`src/rtl/ld_st_ctrl.sv`:
```
// ld_st_ctrl: load/store unit front end for an RV32I-style pipeline.
//
// Accepts one load/store request at a time from the pipeline, computes and
// checks the effective address, drives a simple request/grant memory port,
// waits for read data on loads, and emits a single-cycle completion pulse.
//
// Ports
//   clk_i, rst_n_i          clock, asynchronous active-low reset
//   req_valid_i/req_ready_o pipeline request handshake (ready only when idle)
//   load_en_i               1 = load, 0 = store
//   funct3_i                RV32I width/sign code
//   offset_i                12-bit signed immediate
//   rs1_data_i, rs2_data_i  base address, store data
//   rd_addr_i               load destination register
//   mem_req_o, mem_we_o     memory request, write enable
//   mem_addr_o              word-aligned byte address
//   mem_be_o, mem_wdata_o   byte enables, lane-replicated write data
//   mem_gnt_i               memory accepted the request
//   mem_rvalid_i/rdata_i    read data return
//   rsp_valid_o             one-cycle completion pulse
//   rsp_rdata_o             extracted, extended load result (0 for stores)
//   rsp_rd_addr_o           destination register (0 for stores)
//   rsp_err_o               00 ok, 01 misaligned/illegal, 10 timeout
//   busy_o                  high whenever the block is not idle
module ld_st_ctrl #(
  parameter int unsigned ADDR_W    = 32,
  parameter int unsigned TIMEOUT_W = 8
) (
  input  logic              clk_i,
  input  logic              rst_n_i,
  // Pipeline request
  input  logic              req_valid_i,
  output logic              req_ready_o,
  input  logic              load_en_i,
  input  logic [2:0]        funct3_i,
  input  logic [11:0]       offset_i,
  input  logic [31:0]       rs1_data_i,
  input  logic [31:0]       rs2_data_i,
  input  logic [4:0]        rd_addr_i,
  // Memory port
  output logic              mem_req_o,
  output logic              mem_we_o,
  output logic [ADDR_W-1:0] mem_addr_o,
  output logic [3:0]        mem_be_o,
  output logic [31:0]       mem_wdata_o,
  input  logic              mem_gnt_i,
  input  logic              mem_rvalid_i,
  input  logic [31:0]       mem_rdata_i,
  // Completion
  output logic              rsp_valid_o,
  output logic [31:0]       rsp_rdata_o,
  output logic [4:0]        rsp_rd_addr_o,
  output logic [1:0]        rsp_err_o,
  output logic              busy_o
);

  localparam logic [1:0] ErrOk      = 2'b00;
  localparam logic [1:0] ErrAlign   = 2'b01;
  localparam logic [1:0] ErrTimeout = 2'b10;

  // Counter saturates at the limit; the request is abandoned on the cycle in
  // which the limit would be reached without progress.
  localparam logic [TIMEOUT_W-1:0] TmoLimit = {TIMEOUT_W{1'b1}};
  localparam logic [TIMEOUT_W-1:0] TmoLast  = TmoLimit - 1'b1;

  typedef enum logic [1:0] {
    StIdle,
    StReq,
    StWait,
    StRsp
  } state_e;

  state_e                state_q, state_d;
  logic [ADDR_W-1:0]     addr_q, addr_d;
  logic [2:0]            funct3_q, funct3_d;
  logic                  load_q, load_d;
  logic [31:0]           wdata_q, wdata_d;
  logic [4:0]            rd_q, rd_d;
  logic [TIMEOUT_W-1:0]  tmo_q, tmo_d;
  logic [31:0]           rdata_q, rdata_d;
  logic [1:0]            err_q, err_d;

  // ---------------------------------------------------------------------------
  // Effective address and request legality (evaluated on the incoming request)
  // ---------------------------------------------------------------------------
  logic [31:0]       ea_full;
  logic [ADDR_W-1:0] ea;
  logic              code_legal;
  logic              misaligned;

  assign ea_full = rs1_data_i + {{20{offset_i[11]}}, offset_i};
  assign ea      = ea_full[ADDR_W-1:0];

  always_comb begin
    code_legal = 1'b0;
    if (load_en_i) begin
      case (funct3_i)
        3'b000, 3'b001, 3'b010, 3'b100, 3'b101: code_legal = 1'b1;
        default:                                code_legal = 1'b0;
      endcase
    end else begin
      case (funct3_i)
        3'b000, 3'b001, 3'b010: code_legal = 1'b1;
        default:                code_legal = 1'b0;
      endcase
    end

    // funct3[1:0] encodes the access size for every legal code
    case (funct3_i[1:0])
      2'b01:   misaligned = ea[0];
      2'b10:   misaligned = |ea[1:0];
      default: misaligned = 1'b0;
    endcase
  end

  // ---------------------------------------------------------------------------
  // Byte lanes for the latched request
  // ---------------------------------------------------------------------------
  logic [3:0]  be_lat;
  logic [31:0] wdata_rep;

  always_comb begin
    case (funct3_q[1:0])
      2'b00: begin
        be_lat    = 4'b0001 << addr_q[1:0];
        wdata_rep = {4{wdata_q[7:0]}};
      end
      2'b01: begin
        be_lat    = 4'b0011 << addr_q[1:0];
        wdata_rep = {2{wdata_q[15:0]}};
      end
      default: begin
        be_lat    = 4'b1111;
        wdata_rep = wdata_q;
      end
    endcase
  end

  // ---------------------------------------------------------------------------
  // Load data extraction from the returned word
  // ---------------------------------------------------------------------------
  logic [7:0]  rd_byte;
  logic [15:0] rd_half;
  logic [31:0] load_data;

  always_comb begin
    case (addr_q[1:0])
      2'b00:   rd_byte = mem_rdata_i[7:0];
      2'b01:   rd_byte = mem_rdata_i[15:8];
      2'b10:   rd_byte = mem_rdata_i[23:16];
      default: rd_byte = mem_rdata_i[31:24];
    endcase
    rd_half = addr_q[1] ? mem_rdata_i[31:16] : mem_rdata_i[15:0];

    case (funct3_q)
      3'b000:  load_data = {{24{rd_byte[7]}}, rd_byte};
      3'b001:  load_data = {{16{rd_half[15]}}, rd_half};
      3'b100:  load_data = {24'd0, rd_byte};
      3'b101:  load_data = {16'd0, rd_half};
      default: load_data = mem_rdata_i;
    endcase
  end

  // ---------------------------------------------------------------------------
  // Control FSM: next state and datapath updates
  // ---------------------------------------------------------------------------
  logic                 tmo_expired;
  logic [TIMEOUT_W-1:0] tmo_inc;

  assign tmo_expired = (tmo_q >= TmoLast);
  assign tmo_inc     = (tmo_q == TmoLimit) ? tmo_q : tmo_q + 1'b1;

  always_comb begin
    state_d  = state_q;
    addr_d   = addr_q;
    funct3_d = funct3_q;
    load_d   = load_q;
    wdata_d  = wdata_q;
    rd_d     = rd_q;
    tmo_d    = tmo_q;
    rdata_d  = rdata_q;
    err_d    = err_q;

    case (state_q)
      StIdle: begin
        if (req_valid_i) begin
          addr_d   = ea;
          funct3_d = funct3_i;
          load_d   = load_en_i;
          wdata_d  = rs2_data_i;
          rd_d     = rd_addr_i;
          tmo_d    = '0;
          rdata_d  = '0;
          if (!code_legal || misaligned) begin
            // Never touches memory; report straight away
            err_d   = ErrAlign;
            state_d = StRsp;
          end else begin
            err_d   = ErrOk;
            state_d = StReq;
          end
        end
      end

      StReq: begin
        tmo_d = tmo_inc;
        if (mem_gnt_i) begin
          state_d = load_q ? StWait : StRsp;
        end else if (tmo_expired) begin
          err_d   = ErrTimeout;
          state_d = StRsp;
        end
      end

      StWait: begin
        tmo_d = tmo_inc;
        // Read data arriving on the timeout cycle still completes normally
        if (mem_rvalid_i) begin
          rdata_d = load_data;
          state_d = StRsp;
        end else if (tmo_expired) begin
          err_d   = ErrTimeout;
          state_d = StRsp;
        end
      end

      StRsp: begin
        state_d = StIdle;
      end

      default: begin
        state_d = StIdle;
      end
    endcase
  end

  always_ff @(posedge clk_i or negedge rst_n_i) begin
    if (!rst_n_i) begin
      state_q  <= StIdle;
      addr_q   <= '0;
      funct3_q <= '0;
      load_q   <= 1'b0;
      wdata_q  <= '0;
      rd_q     <= '0;
      tmo_q    <= '0;
      rdata_q  <= '0;
      err_q    <= '0;
    end else begin
      state_q  <= state_d;
      addr_q   <= addr_d;
      funct3_q <= funct3_d;
      load_q   <= load_d;
      wdata_q  <= wdata_d;
      rd_q     <= rd_d;
      tmo_q    <= tmo_d;
      rdata_q  <= rdata_d;
      err_q    <= err_d;
    end
  end

  // ---------------------------------------------------------------------------
  // Outputs: decoded from registered state only, so reset clears them at once
  // ---------------------------------------------------------------------------
  logic in_req;
  logic in_rsp;

  assign in_req = (state_q == StReq);
  assign in_rsp = (state_q == StRsp);

  assign req_ready_o = (state_q == StIdle);
  assign busy_o      = (state_q != StIdle);

  assign mem_req_o   = in_req;
  assign mem_we_o    = in_req & ~load_q;
  assign mem_addr_o  = in_req ? {addr_q[ADDR_W-1:2], 2'b00} : '0;
  assign mem_be_o    = in_req ? be_lat : 4'b0000;
  assign mem_wdata_o = (in_req && !load_q) ? wdata_rep : '0;

  assign rsp_valid_o   = in_rsp;
  assign rsp_rdata_o   = (in_rsp && load_q) ? rdata_q : '0;
  assign rsp_rd_addr_o = (in_rsp && load_q) ? rd_q : '0;
  assign rsp_err_o     = in_rsp ? err_q : ErrOk;

endmodule
```
`config.mk`:
```
export PLATFORM = sky130hd
export DESIGN_NAME = ld_st_ctrl
export DESIGN_NICKNAME = d
export VERILOG_FILES = /design/src/rtl/ld_st_ctrl.sv
export SDC_FILE = /design/constraint.sdc
export NUM_CORES = 1
export LEC_CHECK = 0
export CORE_ASPECT_RATIO = 1.5
export CORE_MARGIN = 4
export CORE_UTILIZATION = 45
export CTS_CLUSTER_SIZE = 12
export DETAILED_ROUTE_END_ITERATION = 6
export DONT_BUFFER_PORTS = 1
export HOLD_SLACK_MARGIN = 0.03
export PLACE_DENSITY = 0.57
export SYNTH_ARGS = -nofsm -noshare
export SYNTH_HDL_FRONTEND = slang
export SYNTH_SLANG_ARGS = --single-unit
```
`constraint.sdc`:
```
create_clock -name clk_i -period 2.4 [get_ports clk_i]
set_input_delay 0.12 -clock clk_i [delete_from_list [all_inputs] [get_ports clk_i]]
set_output_delay 0.12 -clock clk_i [all_outputs]
set_load 0.01 [all_outputs]
```
==> flow_summary.ini <==
[floorplanning]
core_um2 = 17300
fp.dieH_um = 170
die_area_um2 = 19700
ioPinCount = 234
die_x_um = 116
start_util = 0.456
num_rows = 59

[timing]
fin_setup_tns_ps = 0
min_period_ps = 2220
finalHoldViolCount = 117
max_freq_mhz = 451
hold_slack_ps = -602
final_max_slew_viol_count = 0
setup_violations = 0
final.period_utilization = 0.925
skew_ps = 11.5
rsz0062_at_grt = false
maxSlewHeadroom = 0.581
tightest_slew_ps = 627

[critical_path]
r2r_end = state_q[1]
rr_worst_depth = 7
rr_startpoint = tmo_q[2]
r2r_setup_slack_ps = 180
crit_fanout = 6
arrival_ps = 2510
path_cells = and4_1 -> and3_1 -> o21ai_0 -> nand2_1 -> a211oi_1 -> a21oi_1 -> dlygate4sd3_1
cp_slowest_cell = dlygate4sd3_1
end_kind = flip-flop
crit_type = flip-flop to flip-flop
cp_data_required_time_ps = 2690
cp_slowest_stage_delay_ps = 570
crit_path_start = tmo_q[2]
start_kind = flip-flop

[hold_path]
hold_path_class = input pin to asynchronous set/reset pin

[status]
outcome = complete, but fails checks
violations = negative hold slack

[yosys]
yosysWarnings = 0
ys_seq_elements = 117
netlist_area_um2 = 7880
ys_async_sr_fraction = 1.00
synth_ff_type = dfrtp_1
yosys-top-cells-area = dfrtp_1, nand2_1, ha_1
yosysSeqAreaShare = 0.371
synth_commonest_cells = nand2_1, dfrtp_1, o21ai_0
synth_top_area_share = 0.371
synthCells = 1014
synth_largest_area_cell = dfrtp_1
synth_edf_count = 0
avgSynthCellArea_um2 = 7.77
yosysMostFrequentCell = nand2_1
synthDistinctLibCells = 60

[finish]
drive_above_1_share = 0.101
design_area_um2 = 9800
stdcell_count = 1338
finish.net_count = 1274
n_fill_cell = 1690
syn_to_final_growth_pct = 24.4

[cts]
cts_tree = yes
clock_sinks = 117
cts_root_buffer = clkbuf_16
clock_path_buffers = 2
htreeDepth = 4
cts_made_buffers = 17
post_cts_buffers = 0
clock_latency_ps = 420
cts_hold_buf = 78
clk_pin_slew_ps = 60

[global_route]
antenna_found_initial = 0
grt_overflow = 0
grt_pass1_vias = 7522
grt_max_degree = 118
grt_pass1_wl_mm = 38.4
grt_use_total = 0.247

[drt]
drc = 0
drt-total-wl_mm = 24.6
postRouteAntennaNets = 0
drtIter0Drc = 448
dr.pass1.iters = 5
wl_per_cell_um = 18.4
vias = 7568
via_per_inst = 5.66

[pwr]
vdd_drop_max_mv = 0.655
powerDensity_nw_per_um2 = 1080
p_leak_uw = 0.00473

[job]
cap_violations = 0

[placed_design]
gp_congestion = 0.852
dp_hpwl_mm = 17.4
post_dp_cell_area_um2 = 8390
dp.cells = 1227
port_buffers = 0
state kept, by name, summed over array words and instances, names as in the netlist:
register / flops
rd_q: 5
addr_q: 32
err_q: 2
rdata_q: 32
load_q: 1
wdata_q: 32
tmo_q: 8
funct3_q: 3
state_q: 2
cells by family (layout without fill, tap and decap cells):
family,count (synthesis),count (layout),share of synthesized area
XOR/XNOR,29,29,0.0322
AND/OR/NAND/NOR,462,462,0.262
multiplexers,27,27,0.0371
adder cells (fa/ha/maj),41,41,0.0660
buffers and inverters,89,198,0.0436
other,1,3,0.000476
flip-flops,117,117,0.371
AO/OA/AOI/OAI,248,248,0.187
layer usage:
| metal | wire (um) | GRT usage | vias up |
|---|---|---|---|
| li1 | - | - | 3664 |
| met1 | 9760 | 0.294 | 3580 |
| met2 | 12400 | 0.424 | 262 |
| met3 | 1440 | 0.0491 | 62 |
| met4 | 930 | 0.114 | 0 |
| met5 | 0 | 0 | - |
cell type report:
cell class                      instances  area [um^2]  share of cell area
Clock buffer                           19          443              0.0452
Multi-Input combinational cell        809         4630               0.472
Clock inverter                         13          181              0.0185
Tap cell                              213          267              0.0272
Inverter                               27          101              0.0103
Antenna cell                            1         2.50            0.000255
Timing Repair Buffer                  139         1250               0.128
Sequential cell                       117         2930               0.299
power by group:
group          switching [uW]  internal [uW]  total (uW)
Clock                     939           1760        2700
Combinational            2750           1710        4460
Sequential                592           2820        3410
Total                    4280           6290       10600
worst max-delay path by stage:
| stage | end | slack, ps | cells after the start |
|---|---|---|---|
| after floorplan | tmo_q[4] | 210 | 9 |
| after global placement | addr_q[28] | 110 | 10 |
| after detailed placement | addr_q[28] | 90 | 10 |
| after CTS | rdata_q[16] | 70 | 6 |
| after global routing | state_q[1] | 6 | 7 |
| final | state_q[1] | 180 | 7 |
layout by cell type, fill, tap and decap left out, drive strengths merged, types with 5 or more instances in the layout:
master       instances
xor2                20
inv                 26
and3                42
nor2                86
buf                 61
a21o                 9
o221ai               8
dfrtp              117
nand2b               6
a21boi               9
dlygate4sd3         78
xnor2                9
clkbuf              19
nor3                 5
a21oi               64
o21ai              103
nand4               10
nand2              241
mux2                 8
nand3               13
o21a                 8
clkinv               8
mux2i               18
a31oi               11
and2                45
ha                  40
timing repair:
item                                    in CTS  in global routing
endpoints found under the setup margin       0                 16
resized for setup                            0                  1
hold endpoints to repair                   193                117
critical path: cells and delay by family, from the launching register on:
kind / cells / cell delay [ps]
AO/OA/AOI/OAI: 3 / 560
flip-flops: 1 / 440
buffers and inverters: 1 / 570
AND/OR/NAND/NOR: 3 / 520
per-stage QoR:
stage	setup WS [ps]	utilization	power, uW
CTS	72.7	0.567	10600
detailed placement	85.4	0.486	7760
global placement	114	0.486	7680
floorplan	210	-	6410
finish	180	0.568	10600
global route	6.05	0.567	11400
(Power assumes the default switching activity.)
